$ cat config.mk
export PLATFORM = sky130hd
export DESIGN_NAME = imem_loader
export DESIGN_NICKNAME = d
export VERILOG_FILES = /design/src/rtl/imem_loader.sv
export SDC_FILE = /design/constraint.sdc
export NUM_CORES = 1
export LEC_CHECK = 0
export ABC_AREA = 1
export BUFFER_PORTS_ARGS = -buffer_cell sky130_fd_sc_hd__buf_2
export CAP_MARGIN = 20
export CELL_PAD_IN_SITES_DETAIL_PLACEMENT = 1
export CELL_PAD_IN_SITES_GLOBAL_PLACEMENT = 1
export CORE_MARGIN = 1
export CORE_UTILIZATION = 38
export CTS_BUF_LIST = sky130_fd_sc_hd__clkbuf_4 sky130_fd_sc_hd__clkbuf_8
export CTS_CLUSTER_SIZE = 40
export DETAILED_ROUTE_END_ITERATION = 8
export GPL_TIMING_DRIVEN = 0
export PLACE_DENSITY = 0.84
export RECOVER_POWER = 25
export SETUP_SLACK_MARGIN = 0.1
export SLEW_MARGIN = 20
export SYNTH_ARGS = -nofsm -noshare
export SYNTH_HDL_FRONTEND = slang
export SYNTH_SLANG_ARGS = --single-unit
export TNS_END_PERCENT = 5
$ cat constraint.sdc
create_clock -name clk -period 2.5 [get_ports clk]
set_input_delay 0.5 -clock clk [delete_from_list [all_inputs] [get_ports clk]]
set_output_delay 0.5 -clock clk [all_outputs]
set_load 0.01 [all_outputs]
$ cat src/rtl/imem_loader.sv
// ---------------------------------------------------------------------------
// imem_loader
//
// Byte-serial program loader for the instruction memory. Takes a
// length-prefixed byte stream over a valid/ready handshake:
//    LEN_HI, LEN_LO (N, big-endian word count), N x 4 data bytes MSB first,
//    [checksum byte when LOADER_CHECKSUM_EN is defined]
// It assembles big-endian 32-bit words and writes each one to consecutive
// word addresses starting at BASE_ADDR. The CPU is held for the whole load.
//
// Optional feature macro: LOADER_CHECKSUM_EN
//    defined   - a trailing XOR checksum byte (XOR of every byte since start,
//                length bytes included) is required; a mismatch aborts to ERR.
//    undefined - no CHECK state, no accumulator; last WRITE goes to DONE.
//
// Parameters:
//    BASE_ADDR  byte address of the first word written
//    DEPTH      instruction memory capacity in words (max accepted N)
//
// Ports:
//    clk         rising-edge clock
//    rst         synchronous active-high reset
//    start       begin a load (honoured in IDLE, DONE and ERR only)
//    byte_valid  source has a byte on byte_data
//    byte_data   stream byte
//    byte_ready  loader accepts a byte this cycle
//    imem_we     one-cycle write strobe
//    imem_addr   word-aligned byte address of the write
//    imem_wdata  assembled instruction word
//    cpu_hold    stalls PC/pipeline while loading (and after an abort)
//    done        level: last load completed
//    error       level: last load aborted
//    word_count  words written in the current or last load
// ---------------------------------------------------------------------------
module imem_loader #(
   parameter logic [31:0] BASE_ADDR = 32'd0,
   parameter int          DEPTH     = 64
) (
   input  logic        clk,
   input  logic        rst,
   input  logic        start,
   input  logic        byte_valid,
   input  logic [7:0]  byte_data,
   output logic        byte_ready,
   output logic        imem_we,
   output logic [31:0] imem_addr,
   output logic [31:0] imem_wdata,
   output logic        cpu_hold,
   output logic        done,
   output logic        error,
   output logic [15:0] word_count
);

`ifdef LOADER_CHECKSUM_EN
   typedef enum logic [2:0] {
      S_IDLE, S_LEN_HI, S_LEN_LO, S_DATA, S_WRITE, S_CHECK, S_DONE, S_ERR
   } state_t;
`else
   typedef enum logic [2:0] {
      S_IDLE, S_LEN_HI, S_LEN_LO, S_DATA, S_WRITE, S_DONE, S_ERR
   } state_t;
`endif

   localparam logic [16:0] DEPTH_W = 17'(DEPTH);

   state_t      state, state_next;
   logic [15:0] len;
   logic [1:0]  byte_idx;
   logic [31:0] shreg;
   logic        xfer;
   logic        restart;
   logic [15:0] n_in;
   logic [15:0] wc_inc;

   // next-cycle values of the registered status outputs
   logic        ready_next, we_next, hold_next, done_next, err_next;

`ifdef LOADER_CHECKSUM_EN
   logic [7:0]  csum;
`endif

   assign xfer    = byte_valid && byte_ready;
   assign restart = start && (state == S_IDLE || state == S_DONE || state == S_ERR);
   // length as it will be latched on the LEN_LO transfer
   assign n_in    = {len[15:8], byte_data};
   assign wc_inc  = word_count + 16'd1;

   assign imem_addr  = BASE_ADDR + {14'd0, word_count, 2'b00};
   assign imem_wdata = shreg;

   // ---------------------------------------------------------------- state
   always_ff @(posedge clk) begin
      if (rst) state <= S_IDLE;
      else     state <= state_next;
   end

   // ------------------------------------------------------ next state/outs
   always_comb begin
      state_next = state;
      case (state)
         S_IDLE, S_DONE, S_ERR: begin
            if (start) state_next = S_LEN_HI;
         end
         S_LEN_HI: begin
            if (xfer) state_next = S_LEN_LO;
         end
         S_LEN_LO: begin
            if (xfer) begin
               if (n_in == 16'd0) begin
`ifdef LOADER_CHECKSUM_EN
                  state_next = S_CHECK;
`else
                  state_next = S_DONE;
`endif
               end else if ({1'b0, n_in} > DEPTH_W) begin
                  state_next = S_ERR;
               end else begin
                  state_next = S_DATA;
               end
            end
         end
         S_DATA: begin
            if (xfer && byte_idx == 2'd3) state_next = S_WRITE;
         end
         S_WRITE: begin
            if (wc_inc == len) begin
`ifdef LOADER_CHECKSUM_EN
               state_next = S_CHECK;
`else
               state_next = S_DONE;
`endif
            end else begin
               state_next = S_DATA;
            end
         end
`ifdef LOADER_CHECKSUM_EN
         S_CHECK: begin
            if (xfer) state_next = (byte_data == csum) ? S_DONE : S_ERR;
         end
`endif
         default: state_next = S_IDLE;
      endcase

      // status outputs are registered off the state being entered
      ready_next = 1'b0;
      we_next    = 1'b0;
      hold_next  = 1'b1;
      done_next  = 1'b0;
      err_next   = 1'b0;
      case (state_next)
         S_IDLE:   hold_next  = 1'b0;
         S_LEN_HI: ready_next = 1'b1;
         S_LEN_LO: ready_next = 1'b1;
         S_DATA:   ready_next = 1'b1;
         S_WRITE:  we_next    = 1'b1;
`ifdef LOADER_CHECKSUM_EN
         S_CHECK:  ready_next = 1'b1;
`endif
         S_DONE: begin
            hold_next = 1'b0;
            done_next = 1'b1;
         end
         S_ERR:    err_next   = 1'b1;  // memory contents invalid: keep CPU held
         default:  hold_next  = 1'b0;
      endcase
   end

   always_ff @(posedge clk) begin
      if (rst) begin
         byte_ready <= 1'b0;
         imem_we    <= 1'b0;
         cpu_hold   <= 1'b0;
         done       <= 1'b0;
         error      <= 1'b0;
      end else begin
         byte_ready <= ready_next;
         imem_we    <= we_next;
         cpu_hold   <= hold_next;
         done       <= done_next;
         error      <= err_next;
      end
   end

   // ------------------------------------------------------------- datapath
   always_ff @(posedge clk) begin
      if (rst) begin
         len        <= 16'd0;
         byte_idx   <= 2'd0;
         shreg      <= 32'd0;
         word_count <= 16'd0;
      end else begin
         if (restart) begin
            word_count <= 16'd0;
            byte_idx   <= 2'd0;
         end
         case (state)
            S_LEN_HI: if (xfer) len[15:8] <= byte_data;
            S_LEN_LO: if (xfer) len[7:0]  <= byte_data;
            S_DATA: begin
               if (xfer) begin
                  shreg    <= {shreg[23:0], byte_data};
                  byte_idx <= byte_idx + 2'd1;  // wraps to 0 after the 4th byte
               end
            end
            S_WRITE:  word_count <= wc_inc;
            default: ;
         endcase
      end
   end

`ifdef LOADER_CHECKSUM_EN
   // running XOR of every byte since start, length bytes included,
   // excluding the checksum byte itself
   always_ff @(posedge clk) begin
      if (rst) begin
         csum <= 8'd0;
      end else if (restart) begin
         csum <= 8'd0;
      end else if (xfer && state != S_CHECK) begin
         csum <= csum ^ byte_data;
      end
   end
`endif

endmodule

# After elaboration in Yosys (flattened, before gate mapping)

Cells that the tools add are included.

Bits in registers: 74
Input bits: 12
Output and inout bits: 85
Logic and storage cells: 60

$add $sub $neg: 2
Magnitude comparators: 1
Eq/ne operators: 14
Multiplexer cells: 18
Reductions and logical operators: 14

Operators with widths:

| cell                  | count |
|---|---|
| $mux 16               | 2 |
| $mux 3                | 7 |
| $eq 3x3->1 const B    | 6 |
| $add 16x1->16 const B | 1 |
| $eq 16x16->1          | 1 |
| $gt 16x7->1 const B   | 1 |
| $logic_not 16->1      | 1 |
| $pmux 3 s5            | 1 |
| $eq 3x2->1 const B    | 4 |
| $eq 3x1->1 const B    | 2 |
| $mux 2                | 3 |
| $reduce_and 2->1      | 3 |
| $reduce_or 3->1       | 2 |
| $mux 1                | 5 |
| $reduce_or 5->1       | 1 |
| $logic_and 1x1->1     | 3 |
| $logic_not 3->1       | 1 |
| $add 2x1->2 const B   | 1 |
| $eq 2x2->1 const B    | 1 |
| $logic_or 1x1->1      | 2 |
| $reduce_bool 2->1     | 1 |

# Logic depth before layout (Yosys ltp)

Depth after elaboration: 8
Mapped depth: 16
Mapped depth without buffers: 16

# Least setup slack after synthesis

No wires, ideal clock.

Path kind: reg2reg
From: reg word_count[0]
To: reg cpu_hold
Setup time: 0.114 ns
Arrival time: 1.804 ns
Data required time: 2.386 ns
Slack: 0.583 ns
Cell stages (with the launch flop): 17
Path buffers: 0
Period minus slack after synthesis: 1.917 ns
Cells stage by stage: dfxtp_1 ha_1 nand2_1 nor2_4 nand2_1 nand2_1 nand2_1 nand2_1 nand2_1 nor2_1 nand2_1 nor2_2 nand4_1 nand2_2 nor2_1 nand2_1 nand2_1

Longest elaborated chain between the ends: 7
Elaborated cells on any way between the ends: 11
Classes of those cells: add/sub: 1; eq/ne: 6; mux: 3; reduce/logical: 1

Ends and longest elaborated chain:

| element                            | RTL line | text |
|---|---|---|
| from (decl)                        | 51       | `output logic [15:0] word_count` |
| from (signal assigned)             | 205      | `S_WRITE: word_count <= wc_inc;` |
| $add 16x1->16 *                    | 86       | `assign wc_inc = word_count + 16'd1;` |
| $eq 16x16->1 *                     | 126      | `if (wc_inc == len) begin` |
| $mux 3 *                           | 126      |  |
| $pmux 3 s5 *                       | 100      | `case (state)` |
| $eq 3x3->1 (tied with other cells) | 150      | `case (state_next)` |
| $reduce_or 5->1 (no source line) * | n/a      |  |
| $mux 1 *                           | 150      |  |
| to (signal assigned)               | 178      | `cpu_hold <= hold_next;` |
| to (decl)                          | 48       | `output logic cpu_hold,` |

Mark *: on every way between the ends. The rest lies on a longest branch, timed or not.
A chain may end at the register's enable or synchronous reset.

# Worst setup path in the final report

From: reg word_count[1]
To: reg state[1]

Longest elaborated chain between the ends: 4

Ends and longest elaborated chain:

| element              | RTL line | text |
|---|---|---|
| $add 16x1->16        | 86       |  |
| $eq 16x16->1         | 126      |  |
| $mux 3               | 126      |  |
| $pmux 3 s5           | 100      |  |
| to (signal assigned) | 94       | `else state <= state_next;` |
| to (decl)            | 66       | `state_t state, state_next;` |

Every way passes these cells.

==> metrics.cfg <==
[floorplanning]
dieArea_um2=10160
fp.dieH_um=100.8
initial_utilization=0.3977
fp.dieW_um=100.8
placementRows=35
i_o_pins=97
core_region_area_um2=9328

[timing]
timing_hold_violations_final=0
worst-slew-pin-transition_ns=0.6402
post-route-period-util=0.8645
final-setup-viol-count=0
final.setup_skew_ns=0.005963
timing.final.crit_period_ns=2.161
timing.slew.headroom=0.5732
final_tns_setup_ns=0
fin_hold_ws_ns=0.4358
setup_repair_after_global_routing_missed_its_margin=false
fmax_ghz=0.4627
slew_viol_final=0

[detailed_routing]
firstDrtPassIters=4
route.detailed.drc=0
routed-via-count=3909
drtIter0Drc=120
avgViaCountPerCell=4.973
totalWireLength_um=11890
routedWlPerCell_um=15.13
antenna_left=0

[cells_and_area]
drive_gt1_frac=0.1872
final_net_count=666
layout-area-overhead-vs-synth_pct=22.63
instances_no_fill=786
filler_cell_count=1270
antenna_cells=0
final_core_util=0.4877

[critical_path]
cp-end-kind=flop
critPathLaunchType=flop
cp_max_fo=6
cp_data_arrival_time_ns=2.39
worstPathRequired_ns=2.73
crit_type=reg2reg

[synthesis]
ys_ff_latch=74
synth_top_area_frac=0.3993
ys_top_cells_by_area=sky130_fd_sc_hd__dfxtp_1, sky130_fd_sc_hd__nand2_1, sky130_fd_sc_hd__nor2_1
mappedNetlistArea_um2=3710
distinct_cell_type_count_of_the_synthesized_netlist=31
syn_inst=543
synthesis.area_per_instance_um2=6.832
synth.yosys.seq_area_share=0.3993
synthDominantAreaCellType=sky130_fd_sc_hd__dfxtp_1
ys_warn_count=0

[run]
cap_violations=0

[grt]
grt_use_total=0.2462
vias_in_the_first_global_route=4073
largest_net_degree_at_the_start_of_global_routing=14
global_route_wire_length_before_repair_um=19400
antenna_found_initial=0
gr-total-overflow=0

[clocking]
cts.path.max_buffers=2
cts_hold_buf=0
tritoncts_buffer_count=9
clockRootBuffer=sky130_fd_sc_hd__clkbuf_8
clock_sink_total=74
clock_insertion_delay_worst_skew_ns=0.35
ctsHtreeMaxLevel=3
clk_pin_slew_ns=0.08
cts_tree=built

[placement]
place_inst=767
buffer_ports.inserted=80
gp_routability_congestion=0.7851
hpwl_um=9140

[power]
power.density_nw_per_um2=518.4
irDropWorstVdd_uv=333.1
total_leakage_power_uw=0.002123

[run_status]
run_status=finished, final reports clean

[min_path]
worst_hold_path_type=in2reg

[synthesized netlist by cell type]
library cell / instances
sky130_fd_sc_hd__o31ai_1: 2
sky130_fd_sc_hd__a311oi_1: 1
sky130_fd_sc_hd__o21ai_0: 52
sky130_fd_sc_hd__xor2_1: 2
sky130_fd_sc_hd__a21oi_1: 43
sky130_fd_sc_hd__xnor2_1: 1
sky130_fd_sc_hd__xnor3_1: 1
sky130_fd_sc_hd__nand2_1: 114
sky130_fd_sc_hd__conb_1: 1
sky130_fd_sc_hd__nor3b_1: 1
sky130_fd_sc_hd__dfxtp_1: 74
sky130_fd_sc_hd__nor2_1: 84
sky130_fd_sc_hd__a211oi_1: 1
sky130_fd_sc_hd__o21bai_2: 1
sky130_fd_sc_hd__nor2_2: 3
sky130_fd_sc_hd__clkbuf_1: 17
sky130_fd_sc_hd__nor3_1: 1
sky130_fd_sc_hd__clkinv_1: 2
sky130_fd_sc_hd__nand3b_1: 5
sky130_fd_sc_hd__or2_2: 2
sky130_fd_sc_hd__inv_2: 1
sky130_fd_sc_hd__ha_1: 2
sky130_fd_sc_hd__nor2_4: 4
sky130_fd_sc_hd__nand2_2: 5
sky130_fd_sc_hd__inv_1: 48
sky130_fd_sc_hd__nand4_1: 10
sky130_fd_sc_hd__and2_1: 1
sky130_fd_sc_hd__nor3_2: 1
sky130_fd_sc_hd__nand3_1: 30
sky130_fd_sc_hd__o211ai_1: 1
sky130_fd_sc_hd__buf_4: 32
[repair_timing]
item / in CTS / in global routing
gates resized for setup: 0 / 13
setup endpoints to repair: 0 / 6
buffers inserted: 0 / 3
[final timing paths]
check	startpoint	endpoint	slack, ns	depth (start not counted)
worst min-delay path	byte_data[2]	len[10]	0.44	3
worst max register to register	word_count[1]	state[1]	0.34	14
worst max-delay path	word_count[1]	state[1]	0.34	14
worst min register to register	byte_idx[0]	byte_idx[0]	0.48	1
[routing by layer]
metal	track usage	wire length, um	share of wire	vias to the layer above
met2	0.4563	6079	0.51	108
li1	-	-	-	1913
met5	0	0	0	-
met1	0.2729	4978	0.42	1862
met4	0.1026	263	0.022	0
met3	0.04924	568	0.048	26
[through the flow]
stage	worst slack (ns)	cell area, um2	power (uW)
CTS	0.1552	4531	2375
global route	0.1220	4549	2448
floorplan	0.5827	3766	1357
global placement	0.2348	4328	1411
finish	0.3387	4549	2358
detailed placement	0.1780	4328	1418
[cell usage in the layout, fill, tap and decap left out, types with 16 or more instances in the layout]
master,n
sky130_fd_sc_hd__nand2_1,112
sky130_fd_sc_hd__nor2_1,82
sky130_fd_sc_hd__dfxtp_1,71
sky130_fd_sc_hd__clkbuf_1,51
sky130_fd_sc_hd__o21ai_0,51
sky130_fd_sc_hd__inv_1,48
sky130_fd_sc_hd__buf_2,46
sky130_fd_sc_hd__a21oi_1,43
sky130_fd_sc_hd__buf_4,35
sky130_fd_sc_hd__nand3_1,29
sky130_fd_sc_hd__conb_1,16
[worst max-delay path, stage by stage (launching register included)]
cell,delay (ns)
sky130_fd_sc_hd__dfxtp_2,0.40
sky130_fd_sc_hd__ha_4,0.17
sky130_fd_sc_hd__nand2_2,0.10
sky130_fd_sc_hd__nor2_4,0.18
sky130_fd_sc_hd__buf_4,0.15
sky130_fd_sc_hd__buf_4,0.09
sky130_fd_sc_hd__nand3_1,0.12
sky130_fd_sc_hd__xnor3_1,0.24
sky130_fd_sc_hd__nand2_1,0.06
sky130_fd_sc_hd__nor2_2,0.12
sky130_fd_sc_hd__nand3_1,0.08
sky130_fd_sc_hd__nand2_1,0.09
sky130_fd_sc_hd__nand2_1,0.10
sky130_fd_sc_hd__inv_1,0.10
sky130_fd_sc_hd__nor2_1,0.04
[power breakdown]
part	internal, uW	switching, uW
Clock	490	474
Combinational	62.1	124
Sequential	1190	15.0
Total	1740	614
[logic make-up after synthesis]
kind of cell / count (synthesis) / share of synthesized area
other: 1 / 0.001011
AO/OA/AOI/OAI: 101 / 0.1417
AND/OR/NAND/NOR: 261 / 0.3046
adder cells (fa/ha/maj): 2 / 0.006744
flip-flops: 74 / 0.3993
buffers and inverters: 100 / 0.1336
XOR/XNOR: 4 / 0.01315
[cell type report]
class,count,area [um2],area share
clock inverters,6,65.06,0.01430
well taps,129,161.4,0.03548
repair buffers,83,380.4,0.08361
multi-input cells,384,1822,0.4004
flip-flops and latches,74,1488,0.3270
clock buffers,10,137.6,0.03025
inverters,51,191.4,0.04208
plain buffers,49,304.0,0.06683
[state kept, by name (all words and copies together) (netlist names)]
register / flops
imem_wdata: 32
len: 16
word_count: 16
state: 3
byte_idx: 2
byte_ready: 1
cpu_hold: 1
done: 1
error: 1
imem_we: 1
(Power assumes the default switching activity.)
